--- config.mk ---
export PLATFORM = sky130hd
export DESIGN_NAME = serial_adder
export DESIGN_NICKNAME = d
export VERILOG_FILES = /design/src/rtl/serial_adder_pkg.sv /design/src/rtl/full_adder.sv /design/src/rtl/serial_adder.sv
export SDC_FILE = /design/constraint.sdc
export NUM_CORES = 1
export LEC_CHECK = 0
export CAP_MARGIN = 20
export CORE_MARGIN = 2
export CORE_UTILIZATION = 55
export CTS_CLUSTER_SIZE = 8
export DETAILED_ROUTE_END_ITERATION = 6
export PLACE_DENSITY_LB_ADDON = 0.08
export SLEW_MARGIN = 20
export SYNTH_ARGS = -nofsm -noshare
export SYNTH_HDL_FRONTEND = slang
export SYNTH_SLANG_ARGS = --single-unit
--- constraint.sdc ---
create_clock -name clk -period 2.45 [get_ports clk]
set_clock_uncertainty 0.2 [all_clocks]
set_input_delay 0.3675 -clock clk [delete_from_list [all_inputs] [get_ports clk]]
set_output_delay 0.3675 -clock clk [all_outputs]
set_load 0.02 [all_outputs]
--- src/rtl/serial_adder_pkg.sv ---
// Shared types for the bit-serial adder.
// State encoding and its width.
package serial_adder_pkg;

  localparam int STATE_W = 2;

  typedef enum logic [STATE_W-1:0] {
    S_IDLE = 2'd0,
    S_RUN  = 2'd1,
    S_DONE = 2'd2
  } state_e;

endpackage

--- src/rtl/full_adder.sv ---
// Single-bit full-adder cell.
// Purely combinational.
module full_adder (
  input  logic a,
  input  logic b,
  input  logic cin,
  output logic sum,
  output logic cout
);

  assign sum  = a ^ b ^ cin;
  assign cout = (a & b) | (cin & (a ^ b));

endmodule

--- src/rtl/serial_adder.sv ---
// Bit-serial WIDTH-bit adder, LSB first.
// One full-adder cell plus a registered carry.
module serial_adder
  import serial_adder_pkg::*;
#(
  parameter  int WIDTH = 8,
  localparam int CNT_W = $clog2(WIDTH + 1)
) (
  input  logic             clk,
  input  logic             rst_n,
  input  logic             start,
  input  logic [WIDTH-1:0] a,
  input  logic [WIDTH-1:0] b,
  input  logic             cin,
  output logic             busy,
  output logic             done,
  output logic [WIDTH-1:0] sum,
  output logic             cout,
  output logic             overflow
);

  localparam logic [CNT_W-1:0] LAST = CNT_W'(WIDTH - 1);

  state_e           state_q, state_d;
  logic [CNT_W-1:0] cnt_q, cnt_d;
  logic [WIDTH-1:0] a_sh_q, a_sh_d;
  logic [WIDTH-1:0] b_sh_q, b_sh_d;
  logic [WIDTH-1:0] acc_q, acc_d;
  logic [WIDTH-1:0] sum_q, sum_d;
  logic             carry_q, carry_d;
  logic             cout_q, cout_d;
  logic             ovf_q, ovf_d;
  logic             busy_q, busy_d;
  logic             done_q, done_d;

  logic fa_s;
  logic fa_co;

  full_adder u_fa (
    .a    (a_sh_q[0]),
    .b    (b_sh_q[0]),
    .cin  (carry_q),
    .sum  (fa_s),
    .cout (fa_co)
  );

  always_comb begin
    state_d = state_q;
    cnt_d   = cnt_q;
    a_sh_d  = a_sh_q;
    b_sh_d  = b_sh_q;
    acc_d   = acc_q;
    sum_d   = sum_q;
    carry_d = carry_q;
    cout_d  = cout_q;
    ovf_d   = ovf_q;
    busy_d  = (state_q == S_RUN);
    done_d  = (state_q == S_DONE);
    unique case (state_q)
      S_IDLE: begin
        if (start) begin
          a_sh_d  = a;
          b_sh_d  = b;
          carry_d = cin;
          cnt_d   = '0;
          state_d = S_RUN;
        end
      end
      S_RUN: begin
        acc_d   = {fa_s, acc_q[WIDTH-1:1]};
        a_sh_d  = {1'b0, a_sh_q[WIDTH-1:1]};
        b_sh_d  = {1'b0, b_sh_q[WIDTH-1:1]};
        carry_d = fa_co;
        cnt_d   = cnt_q + CNT_W'(1);
        // carry_q here is the carry into the MSB
        if (cnt_q == LAST) begin
          state_d = S_DONE;
          sum_d   = acc_d;
          cout_d  = fa_co;
          ovf_d   = carry_q ^ fa_co;
        end
      end
      S_DONE: begin
        state_d = S_IDLE;
      end
      default: begin
        state_d = S_IDLE;
      end
    endcase
  end

  always_ff @(posedge clk or negedge rst_n) begin
    if (!rst_n) begin
      state_q <= S_IDLE;
      cnt_q   <= '0;
      a_sh_q  <= '0;
      b_sh_q  <= '0;
      acc_q   <= '0;
      sum_q   <= '0;
      carry_q <= 1'b0;
      cout_q  <= 1'b0;
      ovf_q   <= 1'b0;
      busy_q  <= 1'b0;
      done_q  <= 1'b0;
    end else begin
      state_q <= state_d;
      cnt_q   <= cnt_d;
      a_sh_q  <= a_sh_d;
      b_sh_q  <= b_sh_d;
      acc_q   <= acc_d;
      sum_q   <= sum_d;
      carry_q <= carry_d;
      cout_q  <= cout_d;
      ovf_q   <= ovf_d;
      busy_q  <= busy_d;
      done_q  <= done_d;
    end
  end

  assign busy     = busy_q;
  assign done     = done_q;
  assign sum      = sum_q;
  assign cout     = cout_q;
  assign overflow = ovf_q;

endmodule

# After elaboration in Yosys (flattened, before gate mapping)
# Index checks and enable logic that the tools add are counted.
[totals]
romBits = 0
latch_bits = 0
ram_bits = 0
elab_cells = 39
input_bits = 20
out_inout_bits = 12
ff_bits = 43
mem_count = 0
[op_classes]
n_bitwise = 6
shifts = 0
n_addsub = 1
n_mul = 0
n_eq_ne = 5
n_reduce_logical = 5
mux = 11
div_mod_pow = 0
order_cmp = 0
[op_table]
columns = ["cell", "count"]
rows = [
  ["$pmux 8 s2", 2],
  ["$mux 8", 2],
  ["$pmux 4 s2", 1],
  ["$reduce_and 2->1", 3],
  ["$add 4x1->4 const B", 1],
  ["$eq 4x3->1 const B", 1],
  ["$mux 2", 2],
  ["$mux 4", 1],
  ["$pmux 2 s2", 1],
  ["$xor 1x1->1", 3],
  ["$and 1x1->1", 2],
  ["$eq 2x1->1 const B", 1],
  ["$eq 2x2->1 const B", 1],
  ["$logic_not 2->1", 1],
  ["$ne 2x1->1 const B", 1],
  ["$ne 2x2->1 const B", 1],
  ["$pmux 1 s2", 1],
  ["$reduce_bool 2->1", 1],
  ["$mux 1", 1],
  ["$or 1x1->1", 1],
]

# Logic depth before layout (Yosys ltp)
# Gate-level depths: netlist (run 1).
[logic_depth]
ltp_word = 4
ltp_mapped = 6
ltp_nobuf = 4

# By module
# Synthesis (run 1) repeated with hierarchy kept, for this count alone.
[unflattened]
hier_cells = 173
area_unflattened_um2 = 1861.8
[modules_own_cells]
columns = ["module", "area_per_inst_um2", "cells_per_inst", "n_inst", "seq_area_each_um2"]
rows = [
  ["serial_adder", 1841.8, 172, 1, 1051.0],
  ["full_adder", 20.0, 1, 1, 0.0],
]

# Least setup slack after synthesis (run 1)
# Ideal clock, no wire load.
[synth_timing]
kind = "reg2reg"
startpoint = "reg carry_q"
endpoint = "reg ovf_q (netlist: overflow)"
setup_slack_ns = 0.852
period_less_slack_ns = 1.598
stages_incl_launch_ff = 4
t_arrival_ns = 1.273
setup_time_ns = 0.125
required_time_ns = 2.125
n_path_buf = 0
path_cell_list = "dfrtp_1 > fa_1 > xor2_1 > mux2_2"
[synth_via]
elab_chain_len = 3
[synth_lines]
columns = ["element", "line", "text"]
rows = [
  ["start, declared", "serial_adder.sv:30", "logic carry_q, carry_d;"],
  ["start signal, assigned", "serial_adder.sv:112", "carry_q <= carry_d;"],
  ["$and 1x1->1", "full_adder.sv:12", "assign cout = (a & b) | (cin & (a ^ b));"],
  ["$or 1x1->1", "full_adder.sv:12", ""],
  ["via fa_co", "serial_adder.sv:37", "logic fa_co;"],
  ["$xor 1x1->1", "serial_adder.sv:80", "ovf_d = carry_q ^ fa_co;"],
  ["end signal, assigned", "serial_adder.sv:114", "ovf_q <= ovf_d;"],
  ["end, declared", "serial_adder.sv:32", "logic ovf_q, ovf_d;"],
]
# The timed path passes the listed nets, and every way through them passes these cells.
# A chain may end at the register's enable or synchronous reset.

# Final worst setup path (run 1)
[layout_timing]
startpoint = "reg sum_q[7] (netlist: sum[7])"
endpoint = "out sum[7]"
[layout_lines]
columns = ["element", "line", "text"]
rows = [
  ["start, declared", "serial_adder.sv:29", "logic [WIDTH-1:0] sum_q, sum_d;"],
  ["start signal, assigned", "serial_adder.sv:111", "sum_q <= sum_d;"],
  ["end, declared", "serial_adder.sv:17", "output logic [WIDTH-1:0] sum,"],
]
# No word-level cell between the ends.

==> flow_metrics.tcl, run 1 <==
set metrics [dict create \
    placedCellCount 229 \
    fin_crit_ns 1.90 \
    die_w_um 61.0 \
    die_h_um 61.0 \
    gp_congestion 0.750 \
    r2r_start "cnt_q[0]$_DFFE_PN0P_" \
    outcome "finished, final reports clean" \
    critPathRequiredTime_ns 1.88 \
    slew_headroom 0.385 \
    grt_usage 0.212 \
    clkTransAtPathRegs_ns 0.12 \
    p_leak_nw 0.980 \
    drive_above_1_share 0.129 \
    critPathKind "flip-flop to output pin" \
    synth_area_per_cell_um2 11.1 \
    yosysSeqAreaShare 0.589 \
    crit_family "buffers and inverters" \
    wirelength_um 3370 \
    mostFrequentLayoutCells "dfrtp_1 (42), nand2_1 (40), clkdlybuf4s50_1 (30), o21ai_0 (17), a22oi_1 (12)" \
    max_freq_mhz 525 \
    syn2layout_area_growth_pct 21.7 \
    reg2reg_depth 4 \
    arrival_ns 1.34 \
    core-area_mm2 0.00308 \
    drt_iter0_drc 82 \
    ir_drop_v 0.000674 \
    drc 0 \
    clock_sinks 42 \
    path_cells "clkdlybuf4s50_1" \
    crit_fanout 2 \
    power_density_mw_per_mm2 1190 \
    grt_pass1_wl_um 5620 \
    grt_max_degree 43 \
    drtPass1Iterations 4 \
    final_common_cell "dfrtp_1" \
    yosys_warnings 0 \
    endpoint_kind "output pin" \
    clk_latency_ns 0.35 \
    post_dp_cell_area_mm2 0.00210 \
    first_global_vias 1226 \
    min_period_over_period 0.777 \
    synth_top_cell_area_share 0.589 \
    ioPinCount 32 \
    final-instance-count-excl-fill 238 \
    fin_nets 215 \
    cp-start-kind "flip-flop" \
    post_drt_wl_per_cell_um 14.1 \
    drv_slew 0 \
    postRouteAntennaNets 0 \
    antenna_cells 0 \
    cts-root-buf "clkbuf_4" \
    ys_ff_latch 42 \
    whs_endpoint "acc_q[1]$_DFFE_PN0P_" \
    vias_per_cell 5.29 \
    slowest_delay_ns 0.61 \
    syn_area_mm2 0.00179 \
    hold_violations 0 \
    antenna_found_initial 0 \
    holdPathStages 2 \
    cts_buffer_depth 2 \
    fin_tns_setup_ns 0 \
    synth_cells 161 \
    grt_overflow 0 \
    numCtsBuffers 5 \
    r2r_slack_ns 0.61 \
    worstMarginPinSlew_ns 0.922 \
    drv_cap 0 \
    r2r-end "overflow$_DFFE_PN0P_" \
    yosysUniqueCellTypes 27 \
    vias 1260 \
    synth_top_area_cell "dfrtp_1" \
    io_buffer_count 31 \
    hpwl_um 2280 \
    grt_setup_unrepaired "false" \
    finalSetupViolations 0 \
    ys_top_cells_by_area "dfrtp_1 (59%), nand2_1 (8.4%), mux2_2 (6.9%), a22oi_1 (5.0%), o21ai_0 (4.8%)" \
    design.die.area_mm2 0.00372 \
    holdCritPathClass "flip-flop to flip-flop" \
    cp_slowest_cell "clkdlybuf4s50_1" \
    start_util 0.580 \
    design_area_mm2 0.00217 \
    worst-path-buf-inv 1 \
    hp-start "acc_q[1]$_DFFE_PN0P_" \
    tritoncts "done" \
    cts_max_level 2 \
    crit_path_start "sum[7]$_DFFE_PN0P_" \
    synth_fp_nets 183 \
    rows 20 \
]
[cell families (layout without fill, tap and decap cells)]
logic type	Yosys count	in the layout	synth area share
adder cells (fa/ha/maj)	2	2	0.0182
AND/OR/NAND/NOR	55	55	0.145
flip-flops	42	42	0.589
multiplexers	11	11	0.0694
AO/OA/AOI/OAI	38	38	0.132
buffers and inverters	12	45	0.0413
XOR/XNOR	1	1	0.00491
[timing repair]
item	CTS	global route
hold buffers	1	0
buffers inserted	0	0
gates resized for setup	0	0
endpoints found under the hold margin	42	0
[where the power goes]
part / switching [W] / internal (W)
logic: 0.000573 / 0.000501
clock network: 0.000218 / 0.000139
registers: 0.000182 / 0.000977
[metrics by stage]
| step | util | hold WS, ns | total power (W) | setup WS [ns] |
|---|---|---|---|---|
| 2_1_floorplan | - | -0.128 | 0.00191 | 0.852 |
| 3_3_place_gp | 0.683 | 0.254 | 0.00220 | 0.529 |
| 3_5_place_dp | 0.683 | 0.275 | 0.00226 | 0.465 |
| 4_1_cts | 0.706 | 0.304 | 0.00262 | 0.531 |
| 5_1_grt | 0.706 | 0.315 | 0.00279 | 0.481 |
| 6_report | 0.706 | 0.297 | 0.00259 | 0.545 |
[cell type report]
class	instances	area (um^2)
Fill cell	243	906
Tap cell	44	55.1
Sequential cell	42	1050
Inverter	2	7.51
Timing Repair Buffer	35	338
Clock buffer	7	55.1
Multi-Input combinational cell	107	661
Clock inverter	1	5.00
[metal layers]
layer | vias to the layer above | wire (um) | global-route usage
li1 | 619 | - | -
met5 | - | 0 | 0
met2 | 22 | 1620 | 0.339
met3 | 7 | 139 | 0.0704
met1 | 612 | 1550 | 0.267
met4 | 0 | 55 | 0.0839
[cell usage after synthesis (all sizes together)]
library cell and count:
a31oi 1, ha 1, fa 1, clkbuf 1, nor3 1, or3 1, o21bai 1, buf 9
a22o 2, a22oi 12, inv 2, nor2 3, nand2b 1, mux2 11, o21ai 17, a32o 1
nand2 40, and3b 3, nor2b 2, and2b 1, xor2 1, dfrtp 42, nand3 3, a21oi 4
[worst max path at each step]
stage | cells past startpoint | to
after CTS | 1 | sum[1]
after global routing | 1 | overflow
after floorplan | 3 | overflow$_DFFE_PN0P_
after global placement | 4 | b_sh_q[0]$_DFFE_PN0P_
after detailed placement | 4 | a_sh_q[4]$_DFFE_PN0P_
final | 1 | sum[7]
[registers in the layout, summed over array words and instances, names as in the netlist]
register  count
state_q       2
cout          1
b_sh_q        8
busy          1
overflow      1
a_sh_q        8
acc_q         7
done          1
cnt_q         4
carry_q       1
sum           8
No activity file was read; power rests on OpenSTA's default activity.
==> run 2: changes to the inputs <==
--- a/config.mk
+++ b/config.mk
@@ -7,7 +7,7 @@
 export LEC_CHECK = 0
 export CAP_MARGIN = 20
 export CORE_MARGIN = 2
-export CORE_UTILIZATION = 55
+export CORE_UTILIZATION = 51
 export CTS_CLUSTER_SIZE = 8
 export DETAILED_ROUTE_END_ITERATION = 6
 export PLACE_DENSITY_LB_ADDON = 0.08
==> constraint.sdc (replaced) <==
create_clock -name clk -period 1.8 [get_ports clk]
set_clock_uncertainty 0.2 [all_clocks]
set_input_delay 0.27 -clock clk [delete_from_list [all_inputs] [get_ports clk]]
set_output_delay 0.27 -clock clk [all_outputs]
set_load 0.02 [all_outputs]
==> flow_metrics.tcl, run 2 (same netlist as run 1, synthesis figures left out) <==
set metrics [dict create \
    min_period_over_period 0.948 \
    critPathRequiredTime_ns 1.84 \
    worst_slack_ns 0.0932 \
    numCtsBuffers 5 \
    power.share.switching 0.349 \
    slowest_delay_ns 0.42 \
    crit_family "flip-flops" \
    fin_nets 225 \
    postRouteAntennaNets 0 \
    drive_above_1_share 0.176 \
    cp_slowest_cell "dfrtp_1" \
    p_int_w 0.00253 \
    max_freq_mhz 586 \
    outcome "finished, final reports clean" \
    io_buffer_count 31 \
    rows 21 \
    clkTransAtPathRegs_ns 0.13 \
    p_seq_frac 0.408 \
    hold_violations 0 \
    design_area_mm2 0.00232 \
    wirelength_um 3460 \
    worstMarginPinSlew_ns 0.498 \
    path_cells "ha_1 -> nand2_1 -> nor3_4 -> buf_12 -> mux2_2" \
    die_w_um 63.2 \
    p_leak_nw 1.15 \
    design.die.area_mm2 0.00399 \
    grt_pass1_wl_um 6370 \
    grt_usage 0.203 \
    post_dp_cell_area_mm2 0.00219 \
    fin_tns_setup_ns 0 \
    cts_buffer_depth 2 \
    p_switching_w 0.00136 \
    multi_input_area_um2 661 \
    antenna_found_initial 0 \
    drv_cap 0 \
    power_density_mw_per_mm2 1680 \
    vias_per_cell 5.26 \
    final_common_cell "dfrtp_1" \
    regArea_mm2 0.00105 \
    mostFrequentLayoutCells "dfrtp_1 (42), nand2_1 (40), clkdlybuf4s50_1 (18), o21ai_0 (17)" \
    clock_sinks 42 \
    post_drt_wl_per_cell_um 13.8 \
    start_util 0.535 \
    gp_congestion 0.747 \
    cts_max_level 2 \
    hpwl_um 2390 \
    die_h_um 63.2 \
    fillers 253 \
    ioPinCount 32 \
    cp-start-kind "flip-flop" \
    grt_setup_unrepaired "false" \
    syn2layout_area_growth_pct 30.0 \
    cts-root-buf "clkbuf_4" \
    p_clk_frac 0.198 \
    ir_drop_v 0.00116 \
    drt_iter0_drc 101 \
    core-area_mm2 0.00334 \
    worst-path-buf-inv 1 \
    fin_crit_ns 1.71 \
    clk_latency_ns 0.36 \
    antenna_cells 0 \
    share_comb_of_total_power 0.394 \
    fin_total_pwr_w 0.00389 \
    grt_overflow 0 \
    crit_fanout 9 \
    drtPass1Iterations 4 \
    final-instance-count-excl-fill 250 \
    drc 0 \
    grt_max_degree 43 \
    holdCritPathClass "input pin to asynchronous set/reset pin" \
    tritoncts "done" \
    placedCellCount 241 \
    critPathKind "flip-flop to flip-flop" \
    vias 1315 \
    drv_slew 0 \
    arrival_ns 1.75 \
    pre_cts_ws_ns 0.0957 \
    slew_headroom 0.668 \
    endpoint_kind "flip-flop" \
    finalSetupViolations 0 \
    first_global_vias 1386 \
]
run 2: cell types whose count changed in the layout (fill, tap and decap cells not counted), sizes merged:
cell,delta
buf,+10
bufinv,+2
clkbuf,-1
clkdlybuf4s50,-12
clkinv,-1
dlygate4sd2,+6
dlymetal6s2s,+6
run 2: metal layers:
| metal | GRT usage | vias up | routed length (um) | part of all wire |
|---|---|---|---|---|
| met5 | 0 | - | 0 | 0 |
| met4 | 0.0571 | 0 | 46 | 0.013 |
| met3 | 0.0571 | 5 | 155 | 0.045 |
| met2 | 0.336 | 25 | 1650 | 0.48 |
| met1 | 0.264 | 649 | 1610 | 0.47 |
| li1 | - | 636 | - | - |
run 2: per-stage QoR:
| stage | util | hold WS, ns |
|---|---|---|
| after floorplan | - | -0.226 |
| after global placement | 0.657 | 0.155 |
| after detailed placement | 0.657 | 0.165 |
| after CTS | 0.691 | 0.300 |
| after global routing | 0.696 | 0.330 |
| final | 0.696 | 0.285 |
run 2: final timing paths:
kind	from	to	slack, ns	cells after the start
min in group clk	acc_q[1]$_DFFE_PN0P_	acc_q[1]$_DFFE_PN0P_	0.29	2
max reg2reg	cnt_q[0]$_DFFE_PN0P_	cout$_DFFE_PN0P_	0.09	5
max	cnt_q[0]$_DFFE_PN0P_	cout$_DFFE_PN0P_	0.09	5
max in group asynchronous	rst_n	sum[7]$_DFFE_PN0P_	0.77	3
min reg2reg	acc_q[1]$_DFFE_PN0P_	acc_q[1]$_DFFE_PN0P_	0.29	2
min	rst_n	a_sh_q[1]$_DFFE_PN0P_	0.28	3
run 2: power groups by stage:
| stage | registers, W | logic [W] | clock network [W] |
|---|---|---|---|
| floorplan | 0.00168 | 0.000928 | 0 |
| global placement | 0.00160 | 0.00155 | 0 |
| detailed placement | 0.00161 | 0.00159 | 0 |
| CTS | 0.00159 | 0.00157 | 0.000788 |
| global route | 0.00165 | 0.00172 | 0.000838 |
| finish | 0.00159 | 0.00153 | 0.000769 |
run 2: layout make-up:
| type | instances | area share |
|---|---|---|
| Timing Repair Buffer | 45 | 0.187 |
| Inverter | 2 | 0.00323 |
| Clock buffer | 6 | 0.0221 |
| Sequential cell | 42 | 0.453 |
| Tap cell | 46 | 0.0248 |
| Clock inverter | 2 | 0.0259 |
| Multi-Input combinational cell | 107 | 0.285 |
run 2: timing repair:
action                     in CTS  in global routing
resized for setup               6                  6
hold buffers                    1                  0
hold endpoints to repair       42                  0
setup buffers                   0                  0
setup endpoints to repair       6                  6
run 2: worst min-delay path, cell delays in order:
cell           delay (ns)
dlygate4sd3_1        0.51
buf_2                0.09
buf_4                0.42
==> run 3: changes to the inputs <==
--- a/config.mk
+++ b/config.mk
@@ -8,8 +8,8 @@
 export CAP_MARGIN = 20
 export CORE_MARGIN = 2
 export CORE_UTILIZATION = 51
-export CTS_CLUSTER_SIZE = 8
 export DETAILED_ROUTE_END_ITERATION = 6
+export MAX_ROUTING_LAYER = met4
 export PLACE_DENSITY_LB_ADDON = 0.08
 export SLEW_MARGIN = 20
 export SYNTH_ARGS = -nofsm -noshare
==> flow_metrics.tcl, run 3 (same netlist as run 1, synthesis figures left out) <==
set metrics [dict create \
    grt_max_degree 43 \
    final_core_util 0.696 \
    power_density_mw_per_mm2 1680 \
    start_util 0.535 \
    tritoncts "done" \
    grt_pass1_wl_um 6370 \
    die_h_um 63.2 \
    core-area_mm2 0.00334 \
    drv_slew 0 \
    die_w_um 63.2 \
    critPathRequiredTime_ns 1.84 \
    design.die.area_mm2 0.00399 \
    ioPinCount 32 \
    gp_congestion 0.757 \
    drt_iter0_drc 101 \
    critPathKind "flip-flop to flip-flop" \
    outcome "finished, final reports clean" \
    crit_fanout 9 \
    post_drt_wl_per_cell_um 13.8 \
    final-instance-count-excl-fill 250 \
    rows 21 \
    ir_drop_v 0.00116 \
    placedCellCount 241 \
    endpoint_kind "flip-flop" \
    arrival_ns 1.75 \
    grt_setup_unrepaired "false" \
    io_buffer_count 31 \
    reg2reg_depth 5 \
    cts-root-buf "clkbuf_4" \
    vias_per_cell 5.28 \
    slew_headroom 0.667 \
    worst_slack_ns 0.0932 \
    fillers 253 \
    pre_cts_ws_ns 0.0957 \
    drive_above_1_share 0.176 \
    cts_buffer_depth 2 \
    numCtsBuffers 5 \
    r2r-end "cout$_DFFE_PN0P_" \
    min_period_over_period 0.948 \
    vias 1320 \
    clk_latency_ns 0.36 \
    final_common_cell "dfrtp_1" \
    antenna_cells 0 \
    hold_violations 0 \
    fin_total_pwr_w 0.00389 \
    fin_nets 225 \
    syn2layout_area_growth_pct 30.0 \
    clock_sinks 42 \
    cp-start-kind "flip-flop" \
    r2r_slack_ns 0.09 \
    fin_tns_setup_ns 0 \
    cts_max_level 2 \
    p_leak_nw 1.15 \
    max_freq_mhz 586 \
    worstMarginPinSlew_ns 0.499 \
    mostFrequentLayoutCells "dfrtp_1 (42), nand2_1 (40), clkdlybuf4s50_1 (18), o21ai_0 (17)" \
    clkTransAtPathRegs_ns 0.13 \
    finalSetupViolations 0 \
    grt_overflow 0 \
    wirelength_um 3460 \
    hpwl_um 2390 \
    r2r_start "cnt_q[0]$_DFFE_PN0P_" \
    grt_usage 0.209 \
    fin_crit_ns 1.71 \
    drtPass1Iterations 4 \
    holdCritPathClass "input pin to asynchronous set/reset pin" \
    antenna_found_initial 0 \
    postRouteAntennaNets 0 \
    post_cts_buffers 0 \
    drv_cap 0 \
    drc 0 \
    first_global_vias 1386 \
]
[run 3: what timing repair did]
item                                    in CTS  in global routing
hold buffers                                 1                  0
hold endpoints to repair                    42                  0
resized for setup                            6                  6
endpoints found under the setup margin       6                  6
cloned                                       0                  0
[run 3: area by class of cell]
type / count / area (um^2) / share of cell area
clock buffers: 6 / 51.3 / 0.0221
clock inverters: 2 / 60.1 / 0.0259
inverters: 2 / 7.51 / 0.00323
multi-input cells: 107 / 661 / 0.285
flip-flops and latches: 42 / 1050 / 0.453
well taps: 46 / 57.6 / 0.0248
repair buffers: 45 / 433 / 0.187
[run 3: critical path, cell delays in order (launching register included)]
cell and delay, ns:
dfrtp_1 0.42, ha_1 0.19, nand2_1 0.10, nor3_4 0.19
buf_12 0.16, mux2_2 0.33
[run 3: report_power, final]
| group | internal [W] | switching (W) | leakage [nW] |
|---|---|---|---|
| Combinational | 0.000731 | 0.000801 | 0.553 |
| Sequential | 0.00133 | 0.000259 | 0.543 |
| Clock | 0.000470 | 0.000299 | 0.0585 |
| Total | 0.00253 | 0.00136 | 1.15 |
[run 3: worst max-delay path by stage]
stage,slack [ns],depth (start not counted),endpoint,startpoint
6_report,0.09,5,cout$_DFFE_PN0P_,cnt_q[0]$_DFFE_PN0P_
5_1_grt,0.0007,5,cout$_DFFE_PN0P_,cnt_q[0]$_DFFE_PN0P_
4_1_cts,0.0002,1,sum[6],sum[6]$_DFFE_PN0P_
3_5_place_dp,0.1,5,a_sh_q[6]$_DFFE_PN0P_,start
3_3_place_gp,0.16,5,a_sh_q[6]$_DFFE_PN0P_,start
2_1_floorplan,0.20,3,overflow$_DFFE_PN0P_,carry_q$_DFFE_PN0P_
[run 3: metrics by stage]
stage	area (um^2)	hold WS (ns)
floorplan	1790	-0.226
global placement	2190	0.155
detailed placement	2190	0.165
CTS	2310	0.300
global route	2320	0.330
finish	2320	0.285
[run 3: metal layers]
metal | global-route usage | wire (um)
met5 | - | 0
met4 | 0.0571 | 46
met3 | 0.0554 | 148
met2 | 0.336 | 1640
met1 | 0.265 | 1620
==> edit (config.mk and constraints of run 2) <==
`a_sh_q`, `b_sh_q` and `sum_q` no longer have a reset.
--- a/src/rtl/serial_adder.sv
+++ b/src/rtl/serial_adder.sv
@@ -94,8 +94,5 @@
       state_q <= S_IDLE;
       cnt_q   <= '0;
-      a_sh_q  <= '0;
-      b_sh_q  <= '0;
       acc_q   <= '0;
-      sum_q   <= '0;
       carry_q <= 1'b0;
       cout_q  <= 1'b0;
@@ -106,8 +103,5 @@
       state_q <= state_d;
       cnt_q   <= cnt_d;
-      a_sh_q  <= a_sh_d;
-      b_sh_q  <= b_sh_d;
       acc_q   <= acc_d;
-      sum_q   <= sum_d;
       carry_q <= carry_d;
       cout_q  <= cout_d;
@@ -116,4 +110,10 @@
       done_q  <= done_d;
     end
+  end
+
+  always_ff @(posedge clk) begin
+    a_sh_q <= a_sh_d;
+    b_sh_q <= b_sh_d;
+    sum_q  <= sum_d;
   end
 
Function: differs if rst_n is asserted again (counterexample within 10 cycles, from zero or initial values and one cycle with rst_n low); with rst_n held inactive, the same outputs for 10 cycles.
==> edit against run 2 <==
  * Hold slack worse by 0.25 ns
  * Total power down 8.2%
  * Die area is 7.2% lower
  * Wire length decreased by 30%
  * Fmax down 2.2%
  * Worst setup slack worse by 0.039 ns
  * First-iteration DRC count decreased by 88%
  * Final area down 6.1%
  * Synthesized area shrank 7.7%
  * Sequential cell count unchanged
==> edit: results (changes against run 2) <==
Status - finished clean (unchanged)
Synth cell count leaders - edfxtp_1 (24), mux2_2 (20), dfrtp_1 (18) (was dfrtp_1 (42), nand2_1 (40), o21ai_0 (17))
Synth top area cells - edfxtp_1 (44%), dfrtp_1 (27%), mux2_2 (14%), mux2_1 (2.1%), buf_4 (1.4%) (was dfrtp_1 (59%), nand2_1 (8.4%), mux2_2 (6.9%), a22oi_1 (5.0%), o21ai_0 (4.8%))
Total Nets Final - 160 (was 225)
Final Hold Fails - 0 (unchanged)
Pin count of the biggest net entering global routing - 19 (was 43)
Cts bufs inserted - 5 (unchanged)
Share of cells above drive strength 1 - 27.3% (was 17.6%)
Number of synthesized flops with an enable pin - 24 (was 0)
Max clock buf depth - 2 (unchanged)
Fillers - 230 (was 253)
Port Buffer Count - 31 (unchanged)
Routed WL per cell - 13.2 um (was 13.8 um)
Antenna diodes - 0 (unchanged)
First-pass GRT wire length - 4180 um (was 6370 um)
Synth warn - 0 (unchanged)
Post-synthesis net count - 117 (was 183)
Clk Latency, worst-skew pair - 0.34 ns (was 0.36 ns)
Post-synthesis sequential area ratio - 71.1% (was 58.9%)
Vias in the first global route - 964 (was 1,386)
Post-synth top flop - edfxtp_1 (was dfrtp_1)
Hold Path Class - in2async (unchanged)
Peak VDD IR - 0.000831 V (was 0.00116 V)
CTS root buf - clkbuf_4 (unchanged)
Global placement routability congestion - 0.750 (was 0.747)
Critical path's slowest cell - clkdlybuf4s50_1 (was dfrtp_1)
Half-perimeter wire length after placement - 1710 um (was 2390 um)
GRT Overall Usage - 15.7% (was 20.3%)
DR iter-0 viols - 12 (was 101)
Post-Syn Instances - 95 (was 161)
Slew headroom - 84.5% (was 66.8%)
Pre-Repair DR Iteration Count - 2 (was 4)
Initial antenna violation count - 0 (unchanged)
Slowest stage delay, CP - 0.59 ns (was 0.42 ns)
Worst path required time - 1.33 ns (was 1.84 ns)
Max H-tree Level - 2 (unchanged)
Async SR Flop Fraction - 42.9% (was 100%)
Critical path's top delay family - buffers and inverters (was flip-flops)
Vias/cell - 5.04 (was 5.26)
CP max FO - 1 (was 9)
Post-synth cell types - 26 (was 27)
WL final - 2420 um (was 3460 um)
Leakage - 0.934 nW (was 1.15 nW)
Placed cell count - 175 (was 241)
Clock transition at path regs - 0.13 ns (about the same)
edit: changes by cell type after synthesis, moves of 5 or more:
cell | before | now
mux2_2 | 11 | 20
buf_2 | 5 | 0
a22oi_1 | 12 | 0
nand2_1 | 40 | 1
dfrtp_1 | 42 | 18
o21ai_0 | 17 | 1
edfxtp_1 | 0 | 24
edit: layout make-up:
class,count,area share (%)
Sequential cell,42,53.7
Multi-Input combinational cell,48,20.5
Timing Repair Buffer,39,19.1
Tap cell,44,2.53
Clock inverter,3,2.07
Clock buffer,5,1.72
Inverter,2,0.344
edit: final timing paths:
kind | depth (start not counted) | slack, ns | to | start
max | 1 | 0.05 | done | done
min | 2 | 0.04 | acc_q[7] | rst_n
max reg2reg | 3 | 0.12 | overflow | carry_q
min reg2reg | 0 | 0.26 | sum[0] | acc_q[1]
max in group asynchronous | 2 | 1.16 | cnt_q[2] | rst_n
min in group clk | 0 | 0.26 | sum[0] | acc_q[1]
edit: what timing repair did:
item                                    4_1_cts  5_1_grt
setup buffers                                 0        0
gates resized for setup                       1        9
endpoints found under the setup margin        1        9
endpoints found under the hold margin         0        0
edit: kinds of logic after synthesis:
logic type / after synthesis / synth area share (%)
xor gates and xnor gates: 1 / 0.532
and+or+nand+nor: 12 / 5.01
DFF: 42 / 71.1
muxes: 23 / 15.7
buffers and inverters: 5 / 1.82
adders and majority gates: 2 / 1.97
AOI/OAI and AO/OA: 10 / 3.87
edit: layer usage:
| metal | wire length (um) | track usage (%) | part of all wire (%) |
|---|---|---|---|
| met4 | 20 | 6.52 | 0.83 |
| met2 | 1260 | 27.0 | 52 |
| met5 | 0 | 0 | 0 |
| met1 | 1010 | 18.0 | 42 |
| met3 | 127 | 5.12 | 5.2 |
edit: power by group:
part | internal, mW | switching [mW]
Combinational | 0.712 | 0.530
Sequential | 1.56 | 0.184
Clock | 0.291 | 0.298
edit: stage by stage:
step	cell area [um2]	util [%]	worst slack [ns]	total power [mW]
4_1_cts	2160	70.7	0.0134	3.62
3_3_place_gp	2080	68.0	0.154	2.99
3_5_place_dp	2080	68.0	0.121	3.04
2_1_floorplan	1650	-	0.169	2.58
6_report	2180	71.4	0.0546	3.57
5_1_grt	2180	71.4	0.0132	3.81
